`config.mk`:
```
export PLATFORM = sky130hd
export DESIGN_NAME = mc_lowpass_decim
export DESIGN_NICKNAME = d
export VERILOG_FILES = /design/src/rtl/mc_lowpass_decim.sv
export SDC_FILE = /design/constraint.sdc
export NUM_CORES = 1
export LEC_CHECK = 0
export BUFFER_PORTS_ARGS = -buffer_cell sky130_fd_sc_hd__buf_2
export CAP_MARGIN = 10
export CORE_ASPECT_RATIO = 1.25
export CORE_MARGIN = 2
export CORE_UTILIZATION = 36
export DETAILED_ROUTE_END_ITERATION = 7
export SYNTH_ARGS = -nofsm -noshare
export SYNTH_HDL_FRONTEND = slang
export SYNTH_SLANG_ARGS = --single-unit
```
`constraint.sdc`:
```
create_clock -name CLK -period 5.7 [get_ports CLK]
set_clock_uncertainty 0.05 [all_clocks]
set_input_delay 0.285 -clock CLK [delete_from_list [all_inputs] [get_ports CLK]]
set_output_delay 0.285 -clock CLK [all_outputs]
set_load 0.02 [all_outputs]
```
`src/rtl/mc_lowpass_decim.sv`:
```
// rtl/mc_lowpass_decim.sv - time-multiplexed multi-channel cascaded one-pole lowpass with decimation
//
// Purpose: runs CHANNELS independent channels through STAGES cascaded one-pole
// lowpass stages (acc += x - (acc >>> SHIFT), unity DC gain). One shared adder
// is sequenced by an FSM. A saturated output word per channel is emitted every
// DECIM accepted input samples.
//
// Ports:
//   CLK        system clock
//   RST        synchronous active-high reset, highest priority
//   CLKen      input sample strobe
//   IN         packed signed inputs, channel c at [c*WIDTH +: WIDTH]
//   OUT        packed signed filtered outputs, same packing, held between updates
//   OUT_VALID  one-cycle pulse when OUT updates
//   BUSY       high while a sample is being processed
//   OVERRUN    sticky flag, set when a strobe arrives while busy computing
module mc_lowpass_decim #(
   parameter int WIDTH    = 16,
   parameter int CHANNELS = 2,
   parameter int STAGES   = 2,
   parameter int SHIFT    = 3,
   parameter int DECIM    = 1
) (
   input  logic                         CLK,
   input  logic                         RST,
   input  logic                         CLKen,
   input  logic [CHANNELS*WIDTH-1:0]    IN,
   output logic [CHANNELS*WIDTH-1:0]    OUT,
   output logic                         OUT_VALID,
   output logic                         BUSY,
   output logic                         OVERRUN
);

   localparam int AW    = WIDTH + SHIFT + 1;
   localparam int NSLOT = CHANNELS * STAGES;
   localparam int CW    = (CHANNELS > 1) ? $clog2(CHANNELS) : 1;
   localparam int SW    = (STAGES > 1)   ? $clog2(STAGES)   : 1;
   localparam int IW    = (NSLOT > 1)    ? $clog2(NSLOT)    : 1;
   localparam int DW    = (DECIM > 1)    ? $clog2(DECIM)    : 1;

   localparam logic [SW-1:0] ST_LAST   = SW'(STAGES - 1);
   localparam logic [IW-1:0] SLOT_LAST = IW'(NSLOT - 1);
   localparam logic [DW-1:0] DEC_LAST  = DW'(DECIM - 1);

   localparam logic signed [AW-1:0] SAT_MAX = {{(AW-WIDTH+1){1'b0}}, {(WIDTH-1){1'b1}}};
   localparam logic signed [AW-1:0] SAT_MIN = {{(AW-WIDTH+1){1'b1}}, {(WIDTH-1){1'b0}}};

   typedef enum logic [1:0] {IDLE, RUN, EMIT} state_t;

   state_t                     state_q, state_d;
   logic [CW-1:0]              ch_q;
   logic [SW-1:0]              st_q;
   logic [IW-1:0]              slot_q;
   logic [DW-1:0]              dec_q;
   logic [CHANNELS*WIDTH-1:0]  in_lat;
   logic [CHANNELS*WIDTH-1:0]  pend;
   logic signed [AW-1:0]       carry_y;
   logic signed [AW-1:0]       acc_mem [NSLOT];

   logic                       accept;
   logic                       last_st;
   logic                       last_slot;
   logic signed [WIDTH-1:0]    x_raw;
   logic signed [AW-1:0]       x_ext;
   logic signed [AW-1:0]       acc_rd;
   logic signed [AW-1:0]       acc_new;
   logic signed [AW-1:0]       y_new;
   logic [WIDTH-1:0]           y_sat;
   logic [CHANNELS*WIDTH-1:0]  out_next;

   // A strobe is taken in IDLE and also in EMIT, so back-to-back samples are not lost.
   assign accept    = CLKen && (state_q != RUN);
   assign last_st   = (st_q == ST_LAST);
   assign last_slot = (slot_q == SLOT_LAST);

   // State register
   always_ff @(posedge CLK) begin
      if (RST) state_q <= IDLE;
      else     state_q <= state_d;
   end

   // Next-state logic
   always_comb begin
      state_d = state_q;
      case (state_q)
         IDLE:    if (CLKen) state_d = RUN;
         RUN:     if (last_slot) state_d = EMIT;
         EMIT:    state_d = CLKen ? RUN : IDLE;
         default: state_d = IDLE;
      endcase
   end

   // Output logic
   always_comb begin
      BUSY = (state_q != IDLE);
   end

   // Shared datapath: one (channel, stage) accumulator update per RUN cycle.
   // Stages above 0 take the previous stage's freshly updated output from carry_y.
   always_comb begin
      x_raw   = in_lat[ch_q*WIDTH +: WIDTH];
      x_ext   = (st_q == '0) ? {{(AW-WIDTH){x_raw[WIDTH-1]}}, x_raw} : carry_y;
      acc_rd  = acc_mem[slot_q];
      acc_new = acc_rd - (acc_rd >>> SHIFT) + x_ext;
      y_new   = acc_new >>> SHIFT;
      if (y_new > SAT_MAX)      y_sat = {1'b0, {(WIDTH-1){1'b1}}};
      else if (y_new < SAT_MIN) y_sat = {1'b1, {(WIDTH-1){1'b0}}};
      else                      y_sat = y_new[WIDTH-1:0];
      // The last channel's final stage completes in the same cycle OUT is loaded.
      out_next = pend;
      out_next[ch_q*WIDTH +: WIDTH] = y_sat;
   end

   // OUT/OUT_VALID are registered on the final RUN update so that they are
   // visible during the EMIT cycle, CHANNELS*STAGES+1 cycles after the strobe.
   always_ff @(posedge CLK) begin
      if (RST) begin
         ch_q      <= '0;
         st_q      <= '0;
         slot_q    <= '0;
         dec_q     <= '0;
         in_lat    <= '0;
         pend      <= '0;
         carry_y   <= '0;
         OUT       <= '0;
         OUT_VALID <= 1'b0;
         OVERRUN   <= 1'b0;
         for (int i = 0; i < NSLOT; i++) acc_mem[i] <= '0;
      end else begin
         OUT_VALID <= 1'b0;
         if (CLKen && state_q == RUN) OVERRUN <= 1'b1;
         if (accept) begin
            in_lat <= IN;
            ch_q   <= '0;
            st_q   <= '0;
            slot_q <= '0;
         end else if (state_q == RUN) begin
            acc_mem[slot_q] <= acc_new;
            carry_y         <= y_new;
            slot_q          <= slot_q + 1'b1;
            if (last_st) begin
               st_q <= '0;
               ch_q <= ch_q + 1'b1;
               pend[ch_q*WIDTH +: WIDTH] <= y_sat;
            end else begin
               st_q <= st_q + 1'b1;
            end
            if (last_slot) begin
               if (dec_q == DEC_LAST) begin
                  dec_q     <= '0;
                  OUT       <= out_next;
                  OUT_VALID <= 1'b1;
               end else begin
                  dec_q <= dec_q + 1'b1;
               end
            end
         end
      end
   end

endmodule

```
### After elaboration in Yosys (flattened, before gate mapping)

Memory sizes are Yosys's and may differ from the RTL's. A register that Yosys moved wholly into a read port is not among the register bits.
Cells that the tools add are included.

| cells by class | value |
|---|---|
| add/subtract/negate cells | 7 |
| multiply operators | 0 |
| div/mod/pow operators | 0 |
| $lt $le $gt $ge | 2 |
| equality and inequality tests | 6 |
| shift operators | 3 |
| multiplexer cells | 22 |
| bitwise operators | 4 |
| reduce and logical (&&, ||, !) cells | 13 |

Operators with widths:

| operator | count |
|---|---|
| 2-to-1 mux 20 bit | 2 |
| negation 5 -> 34 bit | 1 |
| variable shift 16 x 34 -> 32 bit, first input constant | 1 |
| indexed part select 16 x 34 -> 32 bit | 1 |
| bitwise mux 32 bit | 1 |
| 2-to-1 mux 16 bit | 2 |
| indexed part select 32 x 6 -> 16 bit | 1 |
| adder 20 bit | 1 |
| OR reduction 20 bit | 1 |
| subtractor 20 x 17 -> 20 bit | 1 |
| > comparator 17 x 16 -> 1 bit, second input constant | 1 |
| less-than comparator 17 x 16 -> 1 bit, second input constant | 1 |
| 2-to-1 mux 1 bit | 11 |
| 2-to-1 mux 2 bit | 5 |
| case mux 2 bit (3 select lines) | 1 |
| AND reduction 2 bit | 3 |
| AND reduction 3 bit | 2 |
| equality test 2 bit, second input constant | 2 |
| inequality test 2 bit, second input constant | 2 |
| inverter 1 bit | 4 |
| AND reduction 4 bit | 1 |
| OR reduction 4 bit | 1 |
| adder 1 bit, second input constant | 3 |
| adder 2 x 1 -> 2 bit, second input constant | 1 |
| other kinds (6) | 7 |

| word-level totals | value |
|---|---|
| register bits after elaboration | 122 |
| latch bits | 0 |
| RAM bits | 80 |
| bits in read-only memories | 0 |
| input bits | 35 |
| memories | 1 |

Memories:

| memory | depth | bits a word | rd ports | clocked after Yosys merged registers in | wr ports | line | text |
|---|---|---|---|---|---|---|---|
| acc_mem | 4 | 20 | 1 | 1 | 4 | 58 | `logic signed [AW-1:0] acc_mem [NSLOT];` |

### Logic depth before layout (Yosys ltp)

| logic depth | value |
|---|---|
| depth after elaboration | 8 |
| gate-level depth with buffers | 19 |
| mapped depth without buffers | 15 |

### Least setup slack after synthesis

Ideal clock, no wire load.

| timing | value |
|---|---|
| path type | flip-flop to flip-flop |
| start | register with a tool-made name |
| end | register pend[23] |
| setup time | 80 ps |
| arrival time | 5057 ps |
| required time | 5570 ps |
| setup slack | 512 ps |
| cell stages (with the launch flop) | 17 |
| buffers on the path | 4 |
| cell sequence | dfxtp_1 -> buf_1 -> clkbuf_1 -> mux4_2 -> fa_1 -> inv_1 -> ha_1 -> a211oi_2 -> o211ai_1 -> a21o_1 -> and4_1 -> o31a_1 -> or2_1 -> buf_2 -> buf_6 -> maj3_2 -> a211oi_2 |

RTL lines:

| element | line | text |
|---|---|---|
| end signal: indexed assignment | 144 | `pend[ch_q*WIDTH +: WIDTH] <= y_sat;` |
| end: declaration | 56 | `logic [CHANNELS*WIDTH-1:0] pend;` |

==> metrics <==
simple-gate share of the synthesized area=between 10% and 20%; Syn. warnings=0; Ports=70; Sum Neg Setup Slack=0 ps; initial antenna violation count=0; register area share after synthesis=47.9%; crit path launch type=flip-flop; post-CTS setup repair buffer count=0; Hold WC Path Type=in -> reg; GRT Util Overall=17.5%; largest family of logic cells by synthesized area=compound AO/OA/AOI/OAI gates; Max-Cap Viols=0; cell area power density=483 nW/um2; share of layout cells above drive strength 1=16.6%; H-tree depth=1; hpwl dp=17600 um; CTS sink cnt=about 200; commonest non-fill, non-tap cells in the layout=nor2_1 (197), dfxtp_1 (122), a21oi_1 (100); Die X-Extent=154 um; pin count of the biggest net entering global routing=74; Starting Density=36.7%; Core Util, Final=42.5%; clock-pin slew on the worst setup and hold paths=around 60 ps; Final Hold Vio Count=0; RSZ-0062 raised after global routing=no; Unique masters post-synth=58; Routability Congestion=0.808; initial drt markers=453; top cell type's share of synthesized area=24.3%; Tot Pwr=~5.7 mW; number of global-route vias before repair=about 7.7k; Post-Synth XOR/XNOR Area=roughly 1.1%; Worst Setup End Kind=flip-flop; Max FO, Critical Path=22; FF+latch count, synth=about 200; Avg WL per Cell=17.4 um; Leak=4.59 nW; share of synthesized cell area in full adder, half adder and majority cells=8.01%; CP Data Required Time=6030 ps; drt pass-1 iters=5; Clock Latency Late Sink=500 ps; Syn Area/Cell=9.67 um2; IO Port Bufs=69; Final ANT Viol Nets=0; DIE HEIGHT=192 um; worst slew pin tran=between 1000 and 1500 ps; largest area contributor in the netlist=dfxtp_1; # nets final=1197; syn_nets=1126; core area=27700 um2; DR vias/cell=5.25; crit path cell chain=buf_4 -> mux4_2 -> fa_1 -> inv_1 -> ha_1 -> a211oi_1 -> o21bai_1 -> a211oi_1 -> nor2_1 -> o31a_1 -> buf_4 -> or2_1 -> maj3_2 -> a211oi_1; dominant cells by area after synthesis=dfxtp_1 (24%), edfxtp_1 (24%), nor2_1 (7.3%), a21oi_1 (4.9%), mux4_2 (4.4%); Total Routed Length=25900 um; first-pass GRT wire length=between 40000 and 50000 um; slowest CP cell=dfxtp_1; fin crit share=between 80% and 90%; Slew headroom=between 20% and 30%; DIE AREA=29600 um2; Synth Area in Compound Gates=about 17%; Area Growth Syn to Fin=15.9%; final std cells w/o fill=1484; Fillers=2621; commonest non-fill, non-tap cell in the layout=nor2_1; Worst IR Drop VDD=approximately 0.00027 V; Inst Count DP=1419; top_reg_cell synth=dfxtp_1; Place WS=approximately 700 ps; cell area after synthesis=10100 um2; status=complete, no violations; Slew Limit Fails=0; root buffer cell=clkbuf_16; min Tclk post-route=4980 ps; Async S/R FF share, synth=0%; CTS tree=done; Max Clk Rate=approximately 200 MHz; diode count=0; crit path DAT=5310 ps; Top cell by count, worst path=a211oi_1; setup violators final=0; number of CTS-inserted buffers=19; DR DRC count=0; CTS Buffer Depth=3; worst setup margin=between 700 and 800 ps; Mapped Cells=1050; via count=7794; class of the most critical setup path=reg -> reg; # resized after CTS=0; CP peak stage delay=660 ps; gr ovfl total=0; post-synthesis mux area share=6.21%; row count=68; Post-synth EDFFs=80
cell families (layout without fill, tap and decap cells):
group | after synthesis | after routing
AND/OR/NAND/NOR | 344 | 344
multiplexers | 38 | 38
adder cells (fa/ha/maj) | 55 | 55
flip-flops | 203 | 203
XOR/XNOR | 13 | 13
AO/OA/AOI/OAI | 258 | 258
buffers and inverters | 139 | 223
path summary, 6_finish.rpt:
| path | start | slack (ps) | to | depth (start not counted) |
|---|---|---|---|---|
| worst max-delay path | flip-flop | 720 | OUT[14] | 14 |
| worst min-delay path | IN[24] | 30 | in_lat[24] | 3 |
| worst max register to register | flip-flop | 720 | OUT[14] | 14 |
| worst min register to register | in_lat[23] | 400 | in_lat[23] | 2 |
registers in the layout, summed over array words and instances (netlist names), 2 cells and up, named ones only:
register  flops
in_lat       32
slot_q        2
carry_y      17
acc_mem      80
pend         32
OUT          32
state_q       2
synthesized netlist by cell type, drive strengths merged, types with 12 or more instances:
cell,number
edfxtp,80
dfxtp,123
maj3,14
mux2i,18
inv,62
nand2,87
o21ai,30
clkbuf,64
ha,22
fa,19
nor3,12
a211oi,63
mux4,20
nor2,197
o211ai,22
a21oi,100
buf,12
repair_timing:
action / CTS / global route
endpoints found under the setup margin: 0 / 0
hold buffers: 31 / 0
endpoints found under the hold margin: 31 / 0
metrics by stage:
step | hold slack (ps) | instance area (um2)
finish | 29.5 | 11800
global route | 27.3 | 11800
CTS | 16.4 | 11800
detailed placement | 398 | 10900
global placement | 392 | 10900
floorplan | 371 | 10100
critical path: cells and delay by family, from the launching register on:
| kind | cells | cell delay, ps |
|---|---|---|
| mux | 1 | 350 |
| compound gates | 5 | 1250 |
| simple gates | 2 | 610 |
| buf+inv | 3 | 560 |
| flops | 1 | 660 |
| fa+ha+maj | 3 | 1370 |
report_power, final:
| part | leakage, nW | internal [mW] | switching [mW] |
|---|---|---|---|
| Combinational | 2.46 | 0.977 | 1.80 |
| Sequential | 1.83 | 1.63 | 0.0425 |
| Clock | 0.300 | 0.703 | 0.528 |
| Total | 4.59 | 3.31 | 2.37 |
cell type report:
cell class	count	area (um2)	area share [%]
Clock buffer	28	539	4.59
Multi-Input combinational cell	708	4760	40.5
Inverter	63	236	2.01
Tap cell	350	438	3.72
Timing Repair Buffer	126	866	7.36
Clock inverter	6	56.3	0.479
Sequential cell	203	4870	41.4
per-layer routing:
layer | global-route usage, % | part of all wire (%) | wire length [um]
met1 | 23.1 | 44 | 11300
met2 | 30.8 | 50 | 12800
met3 | 1.69 | 4.6 | 1180
met4 | 4.85 | 2.1 | 539
met5 | 0 | 0 | 0
No activity file was read; power rests on OpenSTA's default activity.
